===== config.mk =====
export PLATFORM = sky130hd
export DESIGN_NAME = mem_resp
export DESIGN_NICKNAME = d
export VERILOG_FILES = /design/src/rtl/mem_resp.sv
export SDC_FILE = /design/constraint.sdc
export NUM_CORES = 1
export LEC_CHECK = 0
export BUFFER_PORTS_ARGS = -buffer_cell sky130_fd_sc_hd__buf_2
export CELL_PAD_IN_SITES_DETAIL_PLACEMENT = 1
export CELL_PAD_IN_SITES_GLOBAL_PLACEMENT = 1
export CORE_ASPECT_RATIO = 1.1
export CORE_MARGIN = 5
export CORE_UTILIZATION = 53
export DETAILED_ROUTE_END_ITERATION = 10
export GPL_ROUTABILITY_DRIVEN = 0
export GPL_TIMING_DRIVEN = 0
export HOLD_SLACK_MARGIN = 0.06
export PLACE_DENSITY_LB_ADDON = 0.1
export SYNTH_ARGS = -nofsm -noshare
export SYNTH_HDL_FRONTEND = slang
export SYNTH_SLANG_ARGS = --single-unit

===== constraint.sdc =====
create_clock -name clk -period 5.6 [get_ports clk]
set_input_delay 0.56 -clock clk [delete_from_list [all_inputs] [get_ports clk]]
set_output_delay 0.56 -clock clk [all_outputs]
set_load 0.005 [all_outputs]

===== src/rtl/mem_resp.sv =====
// Memory-side responder for the test bus: auto-clears after reset, serves byte reads/writes,
// flags protocol errors and counts accesses. Optional parity via `MEM_RESP_PARITY_EN.
module mem_resp #(
  parameter int                ADDR_W   = 5,
  parameter int                DATA_W   = 8,
  parameter logic [DATA_W-1:0] INIT_VAL = '0,
  parameter int                CNT_W    = 16
) (
  input  logic              clk,
  input  logic              rst,
  input  logic              read,
  input  logic              write,
  input  logic [ADDR_W-1:0] addr,
  input  logic [DATA_W-1:0] data_in,
  output logic [DATA_W-1:0] data_out,
  output logic              ready,
  output logic              rd_valid,
  output logic              err,
  output logic [CNT_W-1:0]  wr_cnt,
  output logic [CNT_W-1:0]  rd_cnt,
  output logic              parity_err
);
  localparam int DEPTH = 2**ADDR_W;

  typedef enum logic {INIT, RUN} state_t;

  state_t            state, state_nxt;
  logic [ADDR_W-1:0] ptr, ptr_nxt;
  logic              init_we, run_wr, run_rd, proto_err;
  logic [DATA_W-1:0] mem [DEPTH];

  always_ff @(posedge clk) begin
    if (rst) begin
      state <= INIT;
      ptr   <= '0;
    end else begin
      state <= state_nxt;
      ptr   <= ptr_nxt;
    end
  end

  always_comb begin
    state_nxt = state;
    ptr_nxt   = ptr;
    init_we   = 1'b0;
    run_wr    = 1'b0;
    run_rd    = 1'b0;
    proto_err = 1'b0;
    case (state)
      INIT: begin
        init_we   = 1'b1;
        ptr_nxt   = ptr + 1'b1;
        proto_err = read | write;
        if (ptr == {ADDR_W{1'b1}}) state_nxt = RUN;
      end
      RUN: begin
        run_wr    = write & ~read;
        run_rd    = read & ~write;
        proto_err = read & write;
      end
      default: state_nxt = INIT;
    endcase
  end

  assign ready = (state == RUN);

  // Clear and run-time writes share one port; reset edge performs no array write.
  always_ff @(posedge clk) begin
    if (!rst) begin
      if (init_we)     mem[ptr]  <= INIT_VAL;
      else if (run_wr) mem[addr] <= data_in;
    end
  end

  always_ff @(posedge clk) begin
    if (rst) begin
      data_out <= '0;
      rd_valid <= 1'b0;
      err      <= 1'b0;
      wr_cnt   <= '0;
      rd_cnt   <= '0;
    end else begin
      rd_valid <= run_rd;
      if (run_rd)                    data_out <= mem[addr];
      if (proto_err)                 err      <= 1'b1;
      if (run_wr && wr_cnt != '1)    wr_cnt   <= wr_cnt + 1'b1;
      if (run_rd && rd_cnt != '1)    rd_cnt   <= rd_cnt + 1'b1;
    end
  end

`ifdef MEM_RESP_PARITY_EN
  // Even-parity bit per word, kept beside the data array.
  logic [DEPTH-1:0] par_mem;
  logic             par_err_q;

  always_ff @(posedge clk) begin
    if (!rst) begin
      if (init_we)     par_mem[ptr]  <= ^INIT_VAL;
      else if (run_wr) par_mem[addr] <= ^data_in;
    end
  end

  always_ff @(posedge clk) begin
    if (rst)
      par_err_q <= 1'b0;
    else if (run_rd && ((^mem[addr]) != par_mem[addr]))
      par_err_q <= 1'b1;
  end

  assign parity_err = par_err_q;
`else
  assign parity_err = 1'b0;
`endif

endmodule

[Yosys cells after proc, flatten, opt, wreduce, memory -nomap -nowiden]
Memories as Yosys holds them, arrays and structs flattened. A register that Yosys moved wholly into a read port is not among the register bits.
Cells that the tools add are included.
Storage, ports and cells
  input port bits: 17
  latch bits: 0
  logic and storage cells: 38
  flip-flop bits (word level): 40
  memory bits (writable): 256
  memories: 1
  bits in read-only memories: 0
  output and inout bits: 44
Cells by class
  shift operators: 0
  equal/unequal tests: 3
  bitwise operators: 7
  reduce and logical (&&, ||, !) cells: 3
  magnitude comparators: 0
  $add $sub $neg: 3
  multipliers: 0
  mux-type cells: 15
  div/mod/pow operators: 0
Memories
  mem: depth 32, bits a word 8, read ports 1, clocked after memory_dff 1, write ports 1, line 30  | logic [DATA_W-1:0] mem [DEPTH];
Operators by type and width (number)
  adder 16 x 1 -> 16 bit, second input constant: 2
  inequality test 16 bit, second input constant: 2
  2-to-1 mux 1 bit: 12
  2-to-1 mux 8 bit: 1
  OR reduction 8 bit: 1
  adder 5 x 1 -> 5 bit, second input constant: 1
  equality test 5 bit, second input constant: 1
  2-to-1 mux 5 bit: 1
  AND 1 bit: 3
  inverter 1 bit: 3
  logical AND 1 bit: 2
  one-hot mux 1 bit (2 select lines): 1
  OR 1 bit: 1

[Longest topological paths before layout]
  depth after elaboration: 9
  mapped depth: 8
  mapped depth without buffers: 6

[Least setup slack after synthesis]
Ideal clock, no wire load.
  path kind: input to register
  from: in rst
  to: mem mem[0][0], enable pin
  data required time: 5.230 ns
  stages: 7
  path slack: 2.995 ns
  setup time: 0.370 ns
  path buffers: 3
  data arrival time: 2.235 ns
  path through: clkbuf_1 -> nor4bb_1 -> clkbuf_1 -> buf_2 -> mux2i_1 -> nand3_1 -> nor2_1
Between the ends
  word-level cells in the longest chain between the ends: 4
Ends and longest elaborated chain
  start: declaration: line 10  | input logic rst,
  2-to-1 mux 1 bit: line 69  | if (!rst) begin
  2-to-1 mux 1 bit (not written as such): line 71  | else if (run_wr) mem[addr] <= data_in;
  OR reduction 8 bit (no line)
  2-to-1 mux 5 bit (no line) or 2-to-1 mux 1 bit (tied branches)
  end: declaration: line 30
Several ways; a longest one is shown, not always the timed one.

[Worst setup path after layout]
  from: reg state (netlist: ready)
  to: mem mem[12][5], enable pin
Between the ends
  word-level cells in the longest chain between the ends: 7
Ends and longest elaborated chain
  start: declaration: line 27  | state_t state, state_nxt;
  start signal: assignment: line 37  | state <= state_nxt;
  2-to-1 mux 1 bit: line 49  | case (state)
  2-to-1 mux 1 bit: line 71
  2-to-1 mux 1 bit: line 70  | if (init_we) mem[ptr] <= INIT_VAL;
  2-to-1 mux 1 bit: line 69
  2-to-1 mux 1 bit (not written as such): line 71
  OR reduction 8 bit (no line)
  2-to-1 mux 5 bit (no line) or 2-to-1 mux 1 bit (tied branches)
Several ways; a longest one is shown, not always the timed one.

==> impl_metrics.ini <==
[grt]
busiest_layer = met2
grt_pass1_vias = 8334
grt_max_degree = 33
use_met2 = 0.432
grt_antenna_before_repair = 1
met1_usage = 0.334
grt_usage = 0.254
grt_pass1_wl_um = 51200
grt_overflow_total = 0
met3_usage = 0.0392

[final_layout]
n_antenna_cell = 0
finalNetCount = 946
drive_above_1_share = 0.148
area_delta_synth_final_pct = 13.5
fill_cells = 2159
final_core_util = 0.615
fin_cells = 1249

[synthesis]
synth_seq_area_share = 0.694
synth_top_area_frac = 0.617
avgSynthCellArea_um2 = 14.9
synth_seq_cells = 304
ys.flop_type = edfxtp_1
syn_nets = 857
postSynthCellCount = 836
synth.most_common_cell = edfxtp_1
synth_area_um2 = 12500
ys_async_sr_fraction = 0
synth_edf_count = 256
ys_types = 45
yosysTopAreaCell = edfxtp_1
ys_top_cells_by_area = edfxtp_1 62%, mux2i_1 11%, dfxtp_1 7.7%, a22oi_1 3.9%, nor2_1 2.7%
ys.warnings.count = 0
synthTopCellsByCount = 256 x edfxtp_1, 138 x mux2i_1, 88 x nor2_1

[power_and_ir_drop]
intPower_w = 0.00372
p_clk_frac = 0.441
p_switching_w = 0.000949
swShare = 0.203
leakage_nw = 4.69
power_w = 0.00467
pwr-share-comb = 0.036
peakVddDrop_v = 0.000225
power_frac_seq = 0.523
powerDensity_nw_per_um2 = 330

[place]
dp_hpwl_um = 21800
dp_slack_ps = 2120
dp.cells = 1193
port-buffer-count = 57

[sta]
fin_crit_sh = 0.571
final-max-slew-violation-count = 0
fin_skew_ps = 11.8
finalHoldViolations = 0
slew_headroom = 0.0355
tns_ps = 0
finalSetupViolCount = 0
fmax_mhz = 313
setup_slack_ps = 2410
rsz0062_at_grt = false
period_minus_slack_ps = 3190
tightest_slew_ps = 1450

[die]
core_area_um2 = 23000
design.die.area_um2 = 26700
fp.dieW_um = 156
pin_count = 61
core.rowCount = 58
die_h_um = 171
initial_core_util = 0.542

[cts]
insertion_delay_ps = 550
htreeDepth = 1
clkSinkCount = 304
cts_buffers = 30
tritoncts = yes
ctsResizeCount = 0
post_cts_buffers = 0
clk_pin_slew_worst_paths_ps = 60
clock-root-buffer = clkbuf_16
clockBufferDepth = 3
cts-hold-fix-buffers = 0

[min_path]
hold_depth = 3
hold_class = in -> reg
worstHoldStart = read
min_to = rd_valid

[setup_path]
ff2ff_setup_slack_ps = 2410
critPathCaptureType = flip-flop
cp-start-kind = flip-flop
r2r-start = ready
worstRegToRegCells = 6
reg2reg_to = mem[12][5]
path_max_fanout = 10
worst_ep_required_time_ps = 5770
crit_type = reg -> reg
crit_arrival_ps = 3360

[routing]
drt_pass1_iterations = 5
drt_iter0_markers = 717
drc = 0
postRouteAntennaNets = 0
num_vias = 7756
vias_per_cell = 6.21
finalWirelength_um = 33400
wl_per_cell_um = 26.8

[run_status]
outcome = complete, no violations

[flow_run]
cap_violations = 0
## critical path, stage by stage (launching register included)
cell      delay [ps]
dfxtp_1          400
nor4bb_1         370
clkbuf_1         300
buf_2            270
mux2i_1          280
nand2_1          410
nor2_1           800
## cells in the final DEF (no fill, tap or decap), types with 2 or more instances in the layout
master,n
clkbuf_4,3
nand4_1,11
buf_1,3
buf_4,3
clkinvlp_4,2
o211ai_1,6
or2_2,2
a211oi_2,8
clkbuf_8,2
ha_1,4
edfxtp_1,256
nand3_1,10
a22oi_1,64
buf_12,2
buf_6,7
dfxtp_1,48
clkbuf_16,31
a21oi_1,35
buf_2,62
nor2b_1,4
o2111ai_1,5
and2_1,6
nand2_1,22
or4_1,9
bufinv_16,4
nand2b_1,3
xor2_1,28
and4_1,5
clkinv_2,3
clkinv_1,3
mux2i_1,138
mux2_2,2
and3_1,8
o21ai_0,5
clkbuf_1,32
nand4b_1,2
and3b_1,2
nor2_1,88
and2_2,7
## metrics by stage
step	hold slack, ps	cell area (um2)
5_1_grt	405	14100
3_5_place_dp	481	13100
2_1_floorplan	462	12500
6_report	414	14100
4_1_cts	401	14100
3_3_place_gp	458	13100
## power groups by stage
stage / sequential, W / combinational (W) / clock [W]
CTS: 0.00244 / 0.000166 / 0.00208
floorplan: 0.00249 / 0.000108 / 0
finish: 0.00244 / 0.000167 / 0.00206
detailed placement: 0.00249 / 0.000164 / 0
global route: 0.00244 / 0.000176 / 0.00219
global placement: 0.00249 / 0.000157 / 0
## logic make-up (layout without fill, tap and decap cells)
group	count (synthesis)	count (layout)	synth area share
multiplexers	140	140	0.113
adder cells (fa/ha/maj)	5	5	0.00482
buffers and inverters	47	160	0.0242
flip-flops	304	304	0.694
AO/OA/AOI/OAI	126	126	0.0715
other	1	1	0.000301
AND/OR/NAND/NOR	184	184	0.0723
XOR/XNOR	29	29	0.0204
## registers in the layout (all words and copies together) (netlist names)
| register | count |
|---|---|
| rd_cnt | 16 |
| mem | 256 |
| wr_cnt | 16 |
| ptr | 5 |
| err | 1 |
| data_out | 8 |
| ready | 1 |
| rd_valid | 1 |
## layer usage
metal	vias up	part of all wire
met5	-	0.00021
met4	2	0.038
met3	67	0.064
met2	315	0.49
met1	3981	0.40
li1	3391	-
## layout make-up
type / instances / area [um2] / area share
plain buffers: 46 / 298 / 0.0211
clock buffers: 43 / 841 / 0.0594
clock inverters: 13 / 170 / 0.0120
inverters: 1 / 3.75 / 0.000265
multi-input cells: 485 / 3520 / 0.249
flip-flops and latches: 304 / 8650 / 0.611
well taps: 300 / 375 / 0.0265
repair buffers: 57 / 285 / 0.0202
## how the worst max path moves through the flow
stage	start	to	slack (ps)	depth (start not counted)
6_report	ready	mem[12][5]	2410	6
5_1_grt	ready	mem[12][7]	2310	6
4_1_cts	ready	mem[12][1]	2460	6
3_5_place_dp	rst	mem[12][3]	2120	7
3_3_place_gp	rst	mem[12][3]	2260	7
2_1_floorplan	rst	mem[0][0]	2990	7
Note: power is estimated with default switching activity, not from simulation.
